**config.mk**
```make
export PLATFORM = sky130hd
export DESIGN_NAME = tpu_operand_loader
export DESIGN_NICKNAME = d
export VERILOG_FILES = /design/src/rtl/tpu_pkg.sv /design/src/rtl/ldr_beat_counter.sv /design/src/rtl/tpu_operand_loader.sv
export SDC_FILE = /design/constraint.sdc
export NUM_CORES = 1
export LEC_CHECK = 0
export CORE_UTILIZATION = 59
export DETAILED_ROUTE_END_ITERATION = 8
export PLACE_DENSITY = 0.88
export SYNTH_ARGS = -nofsm -noshare
export SYNTH_HDL_FRONTEND = slang
export SYNTH_SLANG_ARGS = --single-unit
```
**constraint.sdc**
```tcl
create_clock -name clk -period 8.2 [get_ports clk]
set_input_delay 1.23 -clock clk [delete_from_list [all_inputs] [get_ports clk]]
set_output_delay 1.23 -clock clk [all_outputs]
set_load 0.01 [all_outputs]
```
**src/rtl/tpu_pkg.sv**
```systemverilog
`default_nettype none
// ============================================================================
// Module      : tpu_pkg
// Description : Shared constants, state encoding and helpers for the TPU
//               operand loader slice.
//               ADDR_BITS  - global-buffer index width
//               DATA_BITS  - stream / buffer word width
//               LANE_COUNT - 8-bit lanes packed per word
//               LANE_BITS  - width of one lane
// Revision    : 1.0 - initial release
// ============================================================================
package tpu_pkg;

  localparam int ADDR_BITS  = 16;
  localparam int DATA_BITS  = 32;
  localparam int LANE_COUNT = 4;
  localparam int LANE_BITS  = 8;

  typedef enum logic [2:0] {
    ST_IDLE   = 3'd0,
    ST_LOAD_A = 3'd1,
    ST_LOAD_B = 3'd2,
    ST_LAUNCH = 3'd3,
    ST_WAIT   = 3'd4
  } ldr_state_t;

  // Words needed to hold one row of 'dim' 8-bit elements, rounded up.
  function automatic logic [7:0] lane_words(input logic [7:0] dim);
    logic [8:0] w_sum;
    w_sum = {1'b0, dim} + 9'(LANE_COUNT - 1);
    return 8'(w_sum >> $clog2(LANE_COUNT));
  endfunction

endpackage
`default_nettype wire

```
**src/rtl/ldr_beat_counter.sv**
```systemverilog
`default_nettype none
// ============================================================================
// Module      : ldr_beat_counter
// Description : Beat counter with synchronous clear, count enable and a
//               terminal-value compare. Shared by the A and B load phases.
// Ports       : clk, rst_n      clock / async active-low reset
//               i_clr           force count to zero (wins over i_en)
//               i_en            advance count by one
//               i_term          terminal value for the compare
//               o_count         current count
//               o_at_term       count equals i_term
// Revision    : 1.0 - initial release
// ============================================================================
module ldr_beat_counter #(
  parameter int WIDTH = 16
) (
  input  logic             clk,
  input  logic             rst_n,
  input  logic             i_clr,
  input  logic             i_en,
  input  logic [WIDTH-1:0] i_term,
  output logic [WIDTH-1:0] o_count,
  output logic             o_at_term
);

  logic [WIDTH-1:0] r_count;

  always_ff @(posedge clk or negedge rst_n) begin
    if (!rst_n) begin
      r_count <= '0;
    end else if (i_clr) begin
      r_count <= '0;
    end else if (i_en) begin
      r_count <= r_count + {{(WIDTH-1){1'b0}}, 1'b1};
    end
  end

  assign o_count   = r_count;
  assign o_at_term = (r_count == i_term);

endmodule
`default_nettype wire

```
**src/rtl/tpu_operand_loader.sv**
```systemverilog
`default_nettype none
// ============================================================================
// Module      : tpu_operand_loader
// Description : Takes a (K, M, N) run configuration, streams K*ceil(M/4)
//               words into global buffer A then K*ceil(N/4) words into
//               global buffer B from a 32-bit AXI-Stream slave, launches the
//               TPU with a one-cycle pulse and waits for its completion.
// Ports       : clk, rst_n                  clock / async active-low reset
//               cfg_start, cfg_K/M/N        run request and dimensions
//               cfg_busy, cfg_done, cfg_err run status
//               ss_tvalid/tdata/tlast/tready operand stream slave
//               A_/B_ wr_en, index, data_in global-buffer write ports
//               tpu_in_valid, tpu_K/M/N     TPU start and latched dimensions
//               tpu_ap_done                 TPU completion
// Options     : LOADER_TLAST_CHECK_EN - when defined, flag any beat whose
//               ss_tlast disagrees with "final B beat" in sticky cfg_err.
// Revision    : 1.0 - initial release
// ============================================================================
module tpu_operand_loader
  import tpu_pkg::*;
(
  input  logic                 clk,
  input  logic                 rst_n,
  input  logic                 cfg_start,
  input  logic [7:0]           cfg_K,
  input  logic [7:0]           cfg_M,
  input  logic [7:0]           cfg_N,
  output logic                 cfg_busy,
  output logic                 cfg_done,
  output logic                 cfg_err,
  input  logic                 ss_tvalid,
  input  logic [DATA_BITS-1:0] ss_tdata,
  input  logic                 ss_tlast,
  output logic                 ss_tready,
  output logic                 A_wr_en,
  output logic [ADDR_BITS-1:0] A_index,
  output logic [DATA_BITS-1:0] A_data_in,
  output logic                 B_wr_en,
  output logic [ADDR_BITS-1:0] B_index,
  output logic [DATA_BITS-1:0] B_data_in,
  output logic                 tpu_in_valid,
  output logic [7:0]           tpu_K,
  output logic [7:0]           tpu_M,
  output logic [7:0]           tpu_N,
  input  logic                 tpu_ap_done
);

  ldr_state_t r_state;
  ldr_state_t w_state_nxt;

  logic [7:0]           r_k, r_m, r_n;
  logic [ADDR_BITS-1:0] r_a_len, r_b_len;
  logic                 r_a_wr_en, r_b_wr_en;
  logic [ADDR_BITS-1:0] r_a_index, r_b_index;
  logic [DATA_BITS-1:0] r_a_data, r_b_data;
  logic                 r_in_valid, r_done;

  logic                 w_start_ok, w_in_a, w_in_b, w_beat;
  logic                 w_last_beat, w_cnt_clr;
  logic [ADDR_BITS-1:0] w_cnt, w_term, w_a_len, w_b_len;

  assign w_start_ok = (r_state == ST_IDLE) && cfg_start &&
                      (cfg_K != 8'd0) && (cfg_M != 8'd0) && (cfg_N != 8'd0);
  assign w_in_a     = (r_state == ST_LOAD_A);
  assign w_in_b     = (r_state == ST_LOAD_B);
  assign w_beat     = ss_tvalid && (w_in_a || w_in_b);

  // 255 * 64 = 16320 fits comfortably in 16 bits.
  assign w_a_len = ADDR_BITS'(cfg_K) * ADDR_BITS'(lane_words(cfg_M));
  assign w_b_len = ADDR_BITS'(cfg_K) * ADDR_BITS'(lane_words(cfg_N));

  // Lengths are never zero once latched, so length-1 is a valid index.
  assign w_term    = w_in_a ? (r_a_len - 1'b1) : (r_b_len - 1'b1);
  // Clearing on the last A beat lets B start at index 0 with no bubble.
  assign w_cnt_clr = w_start_ok || (w_beat && w_in_a && w_last_beat);

  ldr_beat_counter #(
    .WIDTH (ADDR_BITS)
  ) u_beat_counter (
    .clk       (clk),
    .rst_n     (rst_n),
    .i_clr     (w_cnt_clr),
    .i_en      (w_beat),
    .i_term    (w_term),
    .o_count   (w_cnt),
    .o_at_term (w_last_beat)
  );

  always_ff @(posedge clk or negedge rst_n) begin
    if (!rst_n) begin
      r_state <= ST_IDLE;
    end else begin
      r_state <= w_state_nxt;
    end
  end

  always_comb begin
    w_state_nxt = r_state;
    case (r_state)
      ST_IDLE:   if (w_start_ok)             w_state_nxt = ST_LOAD_A;
      ST_LOAD_A: if (w_beat && w_last_beat)  w_state_nxt = ST_LOAD_B;
      ST_LOAD_B: if (w_beat && w_last_beat)  w_state_nxt = ST_LAUNCH;
      ST_LAUNCH:                             w_state_nxt = ST_WAIT;
      ST_WAIT:   if (tpu_ap_done)            w_state_nxt = ST_IDLE;
      default:                               w_state_nxt = ST_IDLE;
    endcase
  end

  // Run configuration, held until the next accepted start.
  always_ff @(posedge clk or negedge rst_n) begin
    if (!rst_n) begin
      r_k     <= '0;
      r_m     <= '0;
      r_n     <= '0;
      r_a_len <= '0;
      r_b_len <= '0;
    end else if (w_start_ok) begin
      r_k     <= cfg_K;
      r_m     <= cfg_M;
      r_n     <= cfg_N;
      r_a_len <= w_a_len;
      r_b_len <= w_b_len;
    end
  end

  // Buffer write ports: strobe is one cycle per beat, index/data hold.
  always_ff @(posedge clk or negedge rst_n) begin
    if (!rst_n) begin
      r_a_wr_en <= 1'b0;
      r_a_index <= '0;
      r_a_data  <= '0;
      r_b_wr_en <= 1'b0;
      r_b_index <= '0;
      r_b_data  <= '0;
    end else begin
      r_a_wr_en <= w_beat && w_in_a;
      r_b_wr_en <= w_beat && w_in_b;
      if (w_beat && w_in_a) begin
        r_a_index <= w_cnt;
        r_a_data  <= ss_tdata;
      end
      if (w_beat && w_in_b) begin
        r_b_index <= w_cnt;
        r_b_data  <= ss_tdata;
      end
    end
  end

  always_ff @(posedge clk or negedge rst_n) begin
    if (!rst_n) begin
      r_in_valid <= 1'b0;
      r_done     <= 1'b0;
    end else begin
      r_in_valid <= (r_state == ST_LAUNCH);
      r_done     <= (r_state == ST_WAIT) && tpu_ap_done;
    end
  end

`ifdef LOADER_TLAST_CHECK_EN
  logic r_err;

  // TLAST must coincide exactly with the final B beat; counting goes on
  // regardless, the error is only reported.
  always_ff @(posedge clk or negedge rst_n) begin
    if (!rst_n) begin
      r_err <= 1'b0;
    end else if (w_start_ok) begin
      r_err <= 1'b0;
    end else if (w_beat && (ss_tlast != (w_in_b && w_last_beat))) begin
      r_err <= 1'b1;
    end
  end

  assign cfg_err = r_err;
`else
  logic w_unused_tlast;
  assign w_unused_tlast = ss_tlast;
  assign cfg_err        = 1'b0;
`endif

  assign cfg_busy     = (r_state != ST_IDLE);
  assign cfg_done     = r_done;
  assign ss_tready    = w_in_a || w_in_b;
  assign A_wr_en      = r_a_wr_en;
  assign A_index      = r_a_index;
  assign A_data_in    = r_a_data;
  assign B_wr_en      = r_b_wr_en;
  assign B_index      = r_b_index;
  assign B_data_in    = r_b_data;
  assign tpu_in_valid = r_in_valid;
  assign tpu_K        = r_k;
  assign tpu_M        = r_m;
  assign tpu_N        = r_n;

endmodule
`default_nettype wire

```
==> results of run 1 <==
==> area by class of cell <==
type,count,area share
well taps,229,0.02082
repair buffers,192,0.1386
inverters,56,0.01527
clock buffers,18,0.03191
multi-input cells,731,0.4664
clock inverters,14,0.01245
flip-flops and latches,173,0.3145
==> per-stage QoR <==
stage | util | setup slack [ps] | total power, W
finish | 0.7559 | 1397 | 0.003781
global route | 0.7559 | 1032 | 0.004039
CTS | 0.7559 | 1467 | 0.003802
detailed placement | 0.7223 | 1058 | 0.002937
global placement | 0.7223 | 1270 | 0.002865
floorplan | - | 2199 | 0.002371
==> cell usage after synthesis (4+ instances only) <==
cell / n / share of area
nand2_1: 69 / 0.023
nor4_1: 9 / 0.0051
and3_1: 7 / 0.0039
o21bai_1: 4 / 0.0027
o21ai_1: 26 / 0.012
a31oi_1: 4 / 0.0022
mux2i_1: 15 / 0.013
xnor2_1: 52 / 0.041
nor2_1: 46 / 0.016
inv_1: 56 / 0.019
clkbuf_1: 24 / 0.0081
nand2b_1: 9 / 0.0051
mux2_2: 119 / 0.12
buf_1: 9 / 0.0030
dfrtp_1: 173 / 0.39
nor2b_1: 61 / 0.034
o21ai_0: 7 / 0.0031
a21o_1: 5 / 0.0034
nor3_1: 22 / 0.0099
xor2_1: 26 / 0.020
fa_1: 58 / 0.10
ha_1: 68 / 0.076
a21oi_1: 20 / 0.0090
or2_2: 4 / 0.0022
nand3_1: 19 / 0.0085
and2_1: 31 / 0.017
==> worst max-delay path: cells and delay by family <==
family | cells | cell delay [ps]
fa+ha+maj | 5 | 2320
simple gates | 7 | 1160
compound gates | 4 | 970
xor+xnor | 2 | 740
buf+inv | 4 | 670
==> cells by family after synthesis <==
logic type	synth area share
buffers and inverters	0.03630
AO/OA/AOI/OAI	0.05349
other	0.0003368
AND/OR/NAND/NOR	0.1422
flip-flops	0.3888
adder cells (fa/ha/maj)	0.1807
XOR/XNOR	0.06136
multiplexers	0.1369
==> layer usage <==
layer | GRT usage | share of wire | vias to the layer above
li1 | - | - | 3750
met1 | 0.3240 | 0.41 | 3978
met4 | 0.07953 | 0.015 | 0
met2 | 0.5205 | 0.53 | 232
met5 | 0 | 0 | -
met3 | 0.05953 | 0.053 | 31
==> where the power goes <==
| group | internal [W] | switching [W] | leakage [nW] |
|---|---|---|---|
| logic | 0.000866 | 0.000843 | 3.87 |
| clock network | 0.000446 | 0.000392 | 0.300 |
| registers | 0.00105 | 0.000180 | 2.20 |
| total | 0.00237 | 0.00142 | 6.37 |
==> how the worst max path moves through the flow <==
stage / from / to / slack (ps)
4_1_cts: cfg_N[0] / r_b_len[13] / 1470
6_report: cfg_N[0] / r_b_len[13] / 1400
5_1_grt: cfg_N[0] / r_b_len[14] / 1030
3_5_place_dp: cfg_N[0] / r_b_len[14] / 1060
3_3_place_gp: cfg_N[0] / r_b_len[14] / 1270
2_1_floorplan: cfg_M[2] / r_a_len[14] / 2200
==> flip-flops by register name (all words and copies together), names as in the netlist, 3 cells and up <==
signal,flops
r_a_len,15
A_data_in,32
tpu_K,8
A_index,16
r_state,3
B_data_in,32
tpu_N,8
B_index,16
u_beat_counter.o_count,16
tpu_M,8
r_b_len,15
==> layout by cell type (no fill, tap or decap), types with 4 or more instances in the layout <==
cell and instances:
a21o_1 5, a21oi_1 20, a31oi_1 4, and2_1 31, and3_1 7, buf_4 6, clkbuf_16 17, clkdlybuf4s50_1 185
clkinv_4 4, dfrtp_1 173, fa_1 58, ha_1 68, inv_1 56, inv_8 5, mux2_2 119, mux2i_1 15
nand2_1 68, nand2b_1 9, nand3_1 19, nor2_1 45, nor2b_1 61, nor3_1 22, nor4_1 9, o21ai_0 7
o21ai_1 26, o21bai_1 4, or2_2 4, xnor2_1 52, xor2_1 26
==> run_results.csv, run 1 <==
group,metric,value,unit
sta,clock_skew,11.45,ps
global_route,grt_pass1_wl,43.07,mm
critical_path,path_max_fanout,8,
cts,post-cts-setup-buffers,0,
global_route,antenna_found_initial,0,
sta,max-slew-margin-rel,0.2957,
floorplan,die_width,139.4,microns
critical_path,cp.required,8490,ps
critical_path,slowest_delay,580,ps
finish,fin_nets,1359,
job,maxCapViolations,0,
route,post-route-drc-count,0,
critical_path,worstSetupPathType,"in2reg",
synthesis,async_flop_share,1.000,
floorplan,dieArea,19430,sq um
global_route,track_usage,0.2803,
synthesis,yosysSeqAreaShare,0.3888,
min_path,worstHoldStart,"tpu_M[2]",
floorplan,initial_core_util,0.6115,
critical_path,r2r-end,"u_beat_counter.o_count[4]",
finish,ff_latch_area,4329,sq um
min_path,hold_end,"tpu_M[2]",
cts,cts-buffers-inserted,17,
critical_path,r2r_cells,12,
sta,clock.fmax,147.0,MHz
sta,maxSlewViolCount,0,
global_route,first_global_vias,8626,
synthesis,synth-seq-cells,173,
finish,antenna_cells,0,
route,first_pass_iters,4,
route,wirelength,25.58,mm
cts,cts.htree.levels,4,
placed_design,numPortBuffers,186,
finish,syn_to_final_growth,23.61,%
finish,drive_gt1_frac,0.1453,
synthesis,netlist_area,11130,sq um
critical_path,critPathLaunchType,"input pin",
finish,multiInputGateArea,6419,sq um
cts,worstSkewPairLatency,430,ps
sta,fin_setup_tns,0,ps
cts,clock_sinks,173,
min_path,hp-class,"reg2reg",
synthesis,synth-edff-count,0,
route,routed-via-count,7991,
floorplan,core,18210,sq um
critical_path,path_common_cell,"fa_1",
cts,path_clk_slew,70,ps
route,ant_nets,0,
power,power.leakage,6.368,nW
cts,cts_resized,0,
finish,fillers,1187,
sta,rsz0062_at_grt,"no",
cts,cts_buffer_depth,2,
placed_design,hpwl,18.59,mm
placed_design,post-place-cells,1381,
sta,worst_pin_slew,1057,ps
floorplan,ioPinCount,189,
route,first_iter_violations,349,
global_route,grt-ovfl-total,0,
min_path,hold_path_depth,2,
critical_path,critPathCaptureType,"register",
cts,cts_hold_buf,0,
synthesis,synth_cell_types,65,
sta,setup_viol,0,
synthesis,yosys_warnings,0,
finish,instances_no_fill,1413,
power,peakVddDrop,0.1993,mV
floorplan,die_h,139.4,microns
sta,hold_viol,0,
placed_design,place_congestion,0.8092,
synthesis,synthCells,1001,
critical_path,reg2reg_from,"r_state[1]",
floorplan,rows,49,
cts,clock-root-buffer,"clkbuf_16",
power,p_per_area,274.7,nW/um^2
critical_path,rrSetupSlack,4140,ps
synthesis,avgSynthCellArea,11.12,sq um
global_route,grt_max_degree,90,
placed_design,dpl_cell_area,13150,sq um
critical_path,cpMaxStageDelayCell,"xor2_1",
route,vias_per_cell,5.655,
critical_path,cp.arrival,7090,ps
critical_path,cp_cell_sequence,"clkdlybuf4s50_1, nor2_1, nor2b_1, nand3_1, nor2_1, nand2_1, xor2_1, nand2b_1, fa_1, fa_1, inv_1, fa_1, inv_1, fa_1, inv_1, ha_1, a2111oi_0, nor3_1, a41oi_1, a21oi_1, xnor2_1, o21ai_1",
sta,period_share,0.8296,
synthesis,synth_nets,1189,
sta,fin_crit,6803,ps
finish,postLayoutCellArea,13760,sq um
cts,cts_tree,"built",
synthesis,synth_top_flop_cell,"dfrtp_1",
sta,fin_worst_hold_slack,492.0,ps
route,wl_per_cell,18.10,microns
status,outcome,"finished, final reports clean",
Power figures use the tool's default switching activity.
==> inputs of run 2 (changes only) <==
--- a/config.mk
+++ b/config.mk
@@ -5,9 +5,9 @@
 export SDC_FILE = /design/constraint.sdc
 export NUM_CORES = 1
 export LEC_CHECK = 0
-export CORE_UTILIZATION = 59
+export CORE_UTILIZATION = 54
 export DETAILED_ROUTE_END_ITERATION = 8
-export PLACE_DENSITY = 0.88
+export PLACE_DENSITY = 0.82
 export SYNTH_ARGS = -nofsm -noshare
 export SYNTH_HDL_FRONTEND = slang
 export SYNTH_SLANG_ARGS = --single-unit
==> constraint.sdc (replaced) <==
create_clock -name clk -period 7.1 [get_ports clk]
set_input_delay 1.065 -clock clk [delete_from_list [all_inputs] [get_ports clk]]
set_output_delay 1.065 -clock clk [all_outputs]
set_load 0.01 [all_outputs]
==> run_results.csv, run 2 (synthesis gave the netlist of run 1 again) <==
group,metric,value,unit
status,outcome,"finished, final reports clean",
cts,worstSkewPairLatency,430,ps
placed_design,dpl_cell_area,13270,sq um
placed_design,place_congestion,0.8324,
floorplan,core,20230,sq um
critical_path,r2r-end,"u_beat_counter.o_count[10]",
route,routed-via-count,7788,
finish,fin_nets,1368,
sta,max-slew-margin-rel,0.4030,
floorplan,initial_core_util,0.5503,
route,post-route-drc-count,0,
finish,antenna_cells,0,
global_route,grt-ovfl-total,0,
critical_path,path_max_fanout,8,
route,first_iter_violations,311,
cts,cts-buffers-inserted,17,
min_path,worstHoldStart,"A_index[9]",
route,vias_per_cell,5.323,
sta,maxSlewViolCount,0,
finish,layout_common_cells,"185 x clkdlybuf4s50_1, 173 x dfrtp_1, 119 x mux2_2",
finish,drive_gt1_frac,0.1517,
global_route,antenna_found_initial,0,
cts,path_clk_slew,70,ps
critical_path,cp.required,7380,ps
global_route,grt_max_degree,104,
cts,cts.htree.levels,4,
sta,clock.fmax,156.7,MHz
sta,fin_setup_tns,0,ps
critical_path,cp.arrival,6660,ps
cts,post-cts-setup-buffers,0,
route,wirelength,23.21,mm
cts,cts_tree,"built",
finish,fillers,1506,
floorplan,dieArea,21200,sq um
critical_path,reg2reg_from,"r_state[1]",
power,p_per_area,309.3,nW/um^2
cts,cts_resized,0,
critical_path,crit_start,"cfg_N[0]",
power,peakVddDrop,0.2048,mV
finish,ff_latch_area,4329,sq um
sta,hold_viol,0,
route,first_pass_iters,4,
sta,worst_pin_slew,895.5,ps
global_route,track_usage,0.2320,
floorplan,die_h,145.6,microns
min_path,hold_end,"A_index[9]",
min_path,hold_path_depth,2,
critical_path,worstSetupPathType,"in2reg",
sta,clock_skew,13.01,ps
sta,period_share,0.8986,
critical_path,r2r_cells,12,
min_path,hp-class,"reg2reg",
floorplan,die_width,145.6,microns
floorplan,ioPinCount,189,
global_route,first_global_vias,7978,
sta,fin_crit,6380,ps
critical_path,critPathCaptureType,"register",
power,power.leakage,6.404,nW
cts,cts_hold_buf,0,
route,ant_nets,0,
global_route,grt_pass1_wl,39.54,mm
finish,postLayoutCellArea,13870,sq um
job,maxCapViolations,0,
critical_path,critPathLaunchType,"input pin",
cts,cts_buffer_depth,2,
route,wl_per_cell,15.86,microns
cts,clock-root-buffer,"clkbuf_16",
finish,multiInputGateArea,6419,sq um
sta,setup_viol,0,
floorplan,rows,52,
placed_design,hpwl,17.50,mm
critical_path,rrSetupSlack,3100,ps
placed_design,numPortBuffers,186,
finish,final_common_cell,"clkdlybuf4s50_1",
cts,clock_sinks,173,
sta,rsz0062_at_grt,"no",
finish,syn_to_final_growth,24.59,%
[run 2: power by group]
part | total, W | internal [W] | switching, W
Combinational | 0.00195 | 0.00100 | 0.000954
Sequential | 0.00142 | 0.00122 | 0.000200
Clock | 0.000920 | 0.000475 | 0.000445
[run 2: layout make-up]
type / count / share of cell area
flip-flops and latches: 173 / 0.3121
well taps: 270 / 0.02435
clock inverters: 15 / 0.01263
repair buffers: 201 / 0.1424
multi-input cells: 731 / 0.4627
clock buffers: 17 / 0.03067
inverters: 56 / 0.01515
[run 2: layer usage]
layer | vias up | share of wire | global-route usage
met2 | 211 | 0.51 | 0.4115
met5 | - | 0 | 0
met3 | 18 | 0.038 | 0.03354
li1 | 3759 | - | -
met4 | 0 | 0.011 | 0.05368
met1 | 3800 | 0.45 | 0.3008
[run 2: through the flow]
| step | power [W] | hold slack, ps | std cells | util | setup slack (ps) |
|---|---|---|---|---|---|
| after global placement | 0.003333 | 466.7 | 1431 | 0.6559 | 409.2 |
| after CTS | 0.004329 | 494.3 | 1463 | 0.6856 | 710.1 |
| final | 0.004291 | 490.2 | 1463 | 0.6856 | 719.9 |
| after detailed placement | 0.003383 | 478.2 | 1431 | 0.6559 | 285.8 |
| after floorplan | 0.002738 | 463.5 | 1001 | - | 1264 |
| after global routing | 0.004601 | 514.8 | 1463 | 0.6856 | 179.3 |
[run 2: critical path, cell delays in order]
cell and delay (ps):
clkdlybuf4s50_1 490, nor2_1 70, nor2b_1 250, nand3_1 160, nor2_1 190, nand2_1 90
xor2_1 490, nand2b_1 210, fa_1 470, fa_1 540, inv_1 50, fa_1 520
inv_1 50, fa_1 530, inv_1 40, ha_1 300, inv_1 100, o21a_1 190
nor3_1 250, a41oi_1 180, a21oi_1 190, xnor2_1 120, o21ai_0 80
[run 2: worst max path at each step]
| stage | endpoint | slack (ps) |
|---|---|---|
| final | r_b_len[14] | 720 |
| after global routing | r_b_len[14] | 180 |
| after CTS | r_b_len[14] | 710 |
| after detailed placement | r_b_len[14] | 290 |
| after global placement | r_b_len[14] | 410 |
| after floorplan | r_a_len[14] | 1260 |
==> inputs of run 3 (changes only) <==
--- a/config.mk
+++ b/config.mk
@@ -8,6 +8,7 @@
 export CORE_UTILIZATION = 54
 export DETAILED_ROUTE_END_ITERATION = 8
 export PLACE_DENSITY = 0.82
+export RECOVER_POWER = 100
 export SYNTH_ARGS = -nofsm -noshare
 export SYNTH_HDL_FRONTEND = slang
 export SYNTH_SLANG_ARGS = --single-unit
==> run_results.csv, run 3 (synthesis gave the netlist of run 1 again) <==
group,metric,value,unit
finish,utilization,0.6827,
cts,clock_sinks,173,
route,wirelength,23.23,mm
critical_path,path_max_fanout,8,
critical_path,rrSetupSlack,980,ps
status,violations,"capacitance limit, slew limit",
sta,period_share,0.9115,
route,post-route-drc-count,0,
critical_path,critPathLaunchType,"input pin",
cts,cts_resized,0,
sta,setup_viol,0,
cts,worstSkewPairLatency,430,ps
placed_design,post-place-cells,1431,
status,outcome,"complete, but fails checks",
sta,clock.fmax,154.5,MHz
finish,syn_to_final_growth,24.06,%
floorplan,die_width,145.6,microns
critical_path,crit_start,"cfg_N[0]",
route,ant_nets,0,
route,vias_per_cell,5.347,
global_route,grt_pass1_wl,39.54,mm
cts,cts_buffer_depth,2,
critical_path,cp.arrival,6760,ps
global_route,gr-usage-met2,0.4115,
global_route,grt_use_met3,0.03354,
global_route,grt_util_met1,0.3008,
critical_path,endpoint,"r_b_len[14]",
sta,max-slew-margin-rel,-2.483,
sta,fin_crit,6472,ps
finish,instances_no_fill,1463,
cts,clock-root-buffer,"clkbuf_16",
placed_design,dpl_worst_slack,285.8,ps
global_route,grt-ovfl-total,0,
placed_design,numPortBuffers,186,
min_path,hp-class,"reg2reg",
floorplan,ioPinCount,189,
critical_path,reg2reg_from,"r_state[1]",
floorplan,initial_core_util,0.5503,
finish,drive_gt1_frac,0.1425,
sta,rsz0062_at_grt,"no",
global_route,first_global_vias,7978,
cts,cts.htree.levels,4,
cts,cts_tree,"built",
route,first_pass_iters,4,
power,p_per_area,304.7,nW/um^2
global_route,grt_busiest_layer,"met2",
floorplan,core,20230,sq um
sta,fin_setup_tns,0,ps
floorplan,die_h,145.6,microns
finish,multiInputGateArea,6386,sq um
critical_path,critPathCaptureType,"register",
sta,clock_skew,14.07,ps
sta,worst_slack,628.4,ps
route,first_iter_violations,314,
floorplan,dieArea,21200,sq um
finish,ff_latch_area,4329,sq um
cts,path_clk_slew,70,ps
sta,worst_pin_slew,5224,ps
power,peakVddDrop,0.2053,mV
critical_path,worstSetupPathType,"in2reg",
cts,cts-buffers-inserted,17,
cts,post-cts-setup-buffers,0,
route,routed-via-count,7823,
global_route,track_usage,0.2320,
global_route,grt_max_degree,104,
route,wl_per_cell,15.88,microns
finish,antenna_cells,0,
placed_design,place_congestion,0.8324,
critical_path,r2r-end,"u_beat_counter.o_count[10]",
global_route,antenna_found_initial,0,
power,power.leakage,6.556,nW
sta,fin_worst_hold_slack,476.6,ps
critical_path,cp.required,7380,ps
job,maxCapViolations,4,
finish,layout_common_cells,"173 x dfrtp_1, 132 x dlygate4sd3_1, 118 x mux2_2",
placed_design,hpwl,17.50,mm
cts,cts_hold_buf,0,
critical_path,r2r_cells,12,
finish,fillers,1516,
sta,hold_viol,0,
finish,final_common_cell,"dfrtp_1",
floorplan,rows,52,
sta,maxSlewViolCount,221,
finish,fin_nets,1368,
[run 3: routing by layer]
metal / vias up / wire [microns]
met5: - / 0
met4: 0 / 208
met3: 16 / 892
met2: 205 / 11760
met1: 3839 / 10380
li1: 3763 / -
[run 3: power breakdown]
part	switching (W)	internal (W)
registers	0.000194	0.00122
clock network	0.000445	0.000475
logic	0.000935	0.000944
total	0.00157	0.00264
[run 3: through the flow]
| stage | instance area (sq um) | total power [W] |
|---|---|---|
| 2_1_floorplan | 11130 | 0.002738 |
| 3_3_place_gp | 13270 | 0.003333 |
| 3_5_place_dp | 13270 | 0.003383 |
| 4_1_cts | 13870 | 0.004329 |
| 5_1_grt | 13810 | 0.004519 |
| 6_report | 13810 | 0.004209 |
[run 3: worst min path at each step]
| stage | startpoint | to | slack (ps) | cells after the start |
|---|---|---|---|---|
| after detailed placement | tpu_M[2] | tpu_M[2] | 480 | 2 |
| after global placement | tpu_M[2] | tpu_M[2] | 470 | 2 |
| final | A_index[9] | A_index[9] | 480 | 2 |
| after global routing | A_data_in[5] | A_data_in[5] | 510 | 1 |
| after floorplan | r_a_len[0] | r_a_len[0] | 460 | 2 |
| after CTS | tpu_M[2] | tpu_M[2] | 490 | 2 |
[run 3: critical path: stages]
cell           delay [ps]
dlygate4sd3_1         560
nor2_1                 70
nor2b_1               250
nand3_1               160
nor2_1                190
nand2_1                90
xor2_1                500
nand2b_1              210
fa_1                  470
fa_1                  540
inv_1                  50
fa_1                  520
inv_1                  50
fa_1                  530
inv_1                  40
ha_1                  300
inv_1                 100
o21a_1                190
nor3_1                250
a41oi_1               190
a21oi_1               190
xnor2_1               120
o21ai_0                80
[run 3: cell type report]
cell class                 instances  area share
clock buffer                      17     0.03080
clock inverter                    15     0.01268
inverter                          56     0.01522
multi-input combinational        731      0.4623
sequential                       173      0.3134
tap                              270     0.02446
timing repair buffer             201      0.1411
==> variant (settings of run 2) <==
`DATA_BITS`: 32 -> 16.
--- a/src/rtl/tpu_pkg.sv
+++ b/src/rtl/tpu_pkg.sv
@@ -14,3 +14,3 @@
   localparam int ADDR_BITS  = 16;
-  localparam int DATA_BITS  = 32;
+  localparam int DATA_BITS  = 16;
   localparam int LANE_COUNT = 4;
Ports: changed (resized A_data_in, B_data_in and ss_tdata); port bits go from 189 to 141. The function was not compared with the original's and may differ.
==> variant against run 2 <==
- the flow now finishes with violations (DRC)
- cell area fell by 12%
- total power fell by 10%
- synthesized area shrank 9.7%
- setup slack improved by 130 ps
- critical path depth down 2
- clock power down 4.5%
- wire length fell by 4.0%
- sequential cell count decreased by 32
- global-route usage grew 1.8 points
- core utilization decreased by 0.76 points
- die area fell by 9.6%
- critical path type unchanged
==> variant: results (changes against run 2) <==
** Outcome
- Run status :: complete, but fails checks
- The final reports fail on DRC.

** STA
- The final worst clock skew was 14.2 ps (+1.24 ps).
- The worst slew margin relative to its limit was 0.321 (-0.0823).

** Cells and area
- The fraction of layout instances using a drive strength above 1 was 0.123 (-0.0291).
- The number of nets in the layout is 1293 (-5.5%).

** Place
- The final HPWL from detailed placement came to 16200 µm (-7.6%).
- The routability-driven placement congestion ratio was 0.845 (+1.5%).
- Pre-CTS setup slack :: 445 ps (+160 ps)

** Drt
- The initial DRC count came to 479 (+54%).
- The DRC violation count after routing is 26 (+26).
- Routed met1 length :: 9520 µm (-8.0%)
- The per-cell routed wire length was 16.3 µm (+3.0%).
- Wire length on met2 :: 11200 µm (-4.6%)
- Average via count per standard cell :: 5.57 (+4.6%)
- TritonRoute pass-1 iters :: 7 (+3)

** GRT
- The pin count of the biggest net entering global routing was 89 (-14%).
- The met3 track demand over resource was 0.0450 (+0.0115).
- The global-route met1 utilization is 0.324 (+0.0231).
- Global Route met2 Usage :: 0.424 (+0.0127)
- First-pass GRT wire length :: 38500 µm (-2.7%)

** Synth
- Top post-synthesis cells by area :: sky130_fd_sc_hd__dfrtp_1 35%, sky130_fd_sc_hd__fa_1 12%, sky130_fd_sc_hd__ha_1 8.5%
- The number of unique standard cell types used by synthesis was 60 (-7.7%).
- Ranking of synthesized cells by instance count :: 151 x sky130_fd_sc_hd__nand2_1, 141 x sky130_fd_sc_hd__dfrtp_1, 68 x sky130_fd_sc_hd__ha_1
- The synthesized instance count was 991 (-1.0%).
- The sequential fraction of the synthesis area was 0.351 (-0.0378).
- Post-Synthesis Net Count :: 1163 (-2.2%)

** Critical path
- Arrival @ worst endpoint :: 6530 ps (-130 ps)

** Power
- The leakage power summed over all cells is 5.85 nW (-8.7%).
- Maximum vdd drop :: 0.221 mV (+7.8%)
- The switching part of the total power came to 0.395 (+0.0225).
[variant: layout make-up]
| class | count | area, µm² |
|---|---|---|
| clock buffer | 17 | 425 |
| tap | 229 | 287 |
| multi-input combinational | 755 | 6150 |
| fill | 1373 | 5820 |
| timing repair buffer | 154 | 1500 |
| sequential | 141 | 3530 |
| inverter | 52 | 195 |
| clock inverter | 15 | 174 |
[variant: tightest hold or removal path, stage by stage, from the launching register on]
cell                      delay, ps
sky130_fd_sc_hd__dfrtp_1        340
sky130_fd_sc_hd__nand2_1         50
sky130_fd_sc_hd__nand2_1         50
[variant: cell families (layout without fill, tap and decap cells)]
kind of cell | after synthesis | count (layout) | share of synthesized area
AOI/OAI and AO/OA | 89 | 89 | 0.0580
xor gates and xnor gates | 70 | 70 | 0.0610
adders and majority gates | 126 | 126 | 0.200
buffers and inverters | 95 | 238 | 0.0388
DFF | 141 | 141 | 0.351
muxes | 81 | 81 | 0.0887
other | 1 | 1 | 0.000373
and+or+nand+nor | 388 | 388 | 0.202
[variant: power groups by stage]
stage | combinational [mW] | clock (mW) | sequential (mW)
floorplan | 1.18 | 0 | 1.20
global placement | 1.70 | 0 | 1.20
detailed placement | 1.74 | 0 | 1.21
CTS | 1.77 | 0.895 | 1.20
global route | 1.98 | 0.929 | 1.24
finish | 1.76 | 0.879 | 1.21
[variant: path summary, 6_finish.rpt]
check,start,end,slack [ps],cells after the start
worst max register to register,r_state[2],u_beat_counter.o_count[3],3300,11
min in group asynchronous,rst_n,A_wr_en,700,1
max in group asynchronous,rst_n,B_index[6],5180,2
worst max-delay path,cfg_N[0],r_b_len[13],850,21
worst min register to register,tpu_K[3],tpu_K[3],480,2
worst min-delay path,tpu_K[3],tpu_K[3],480,2
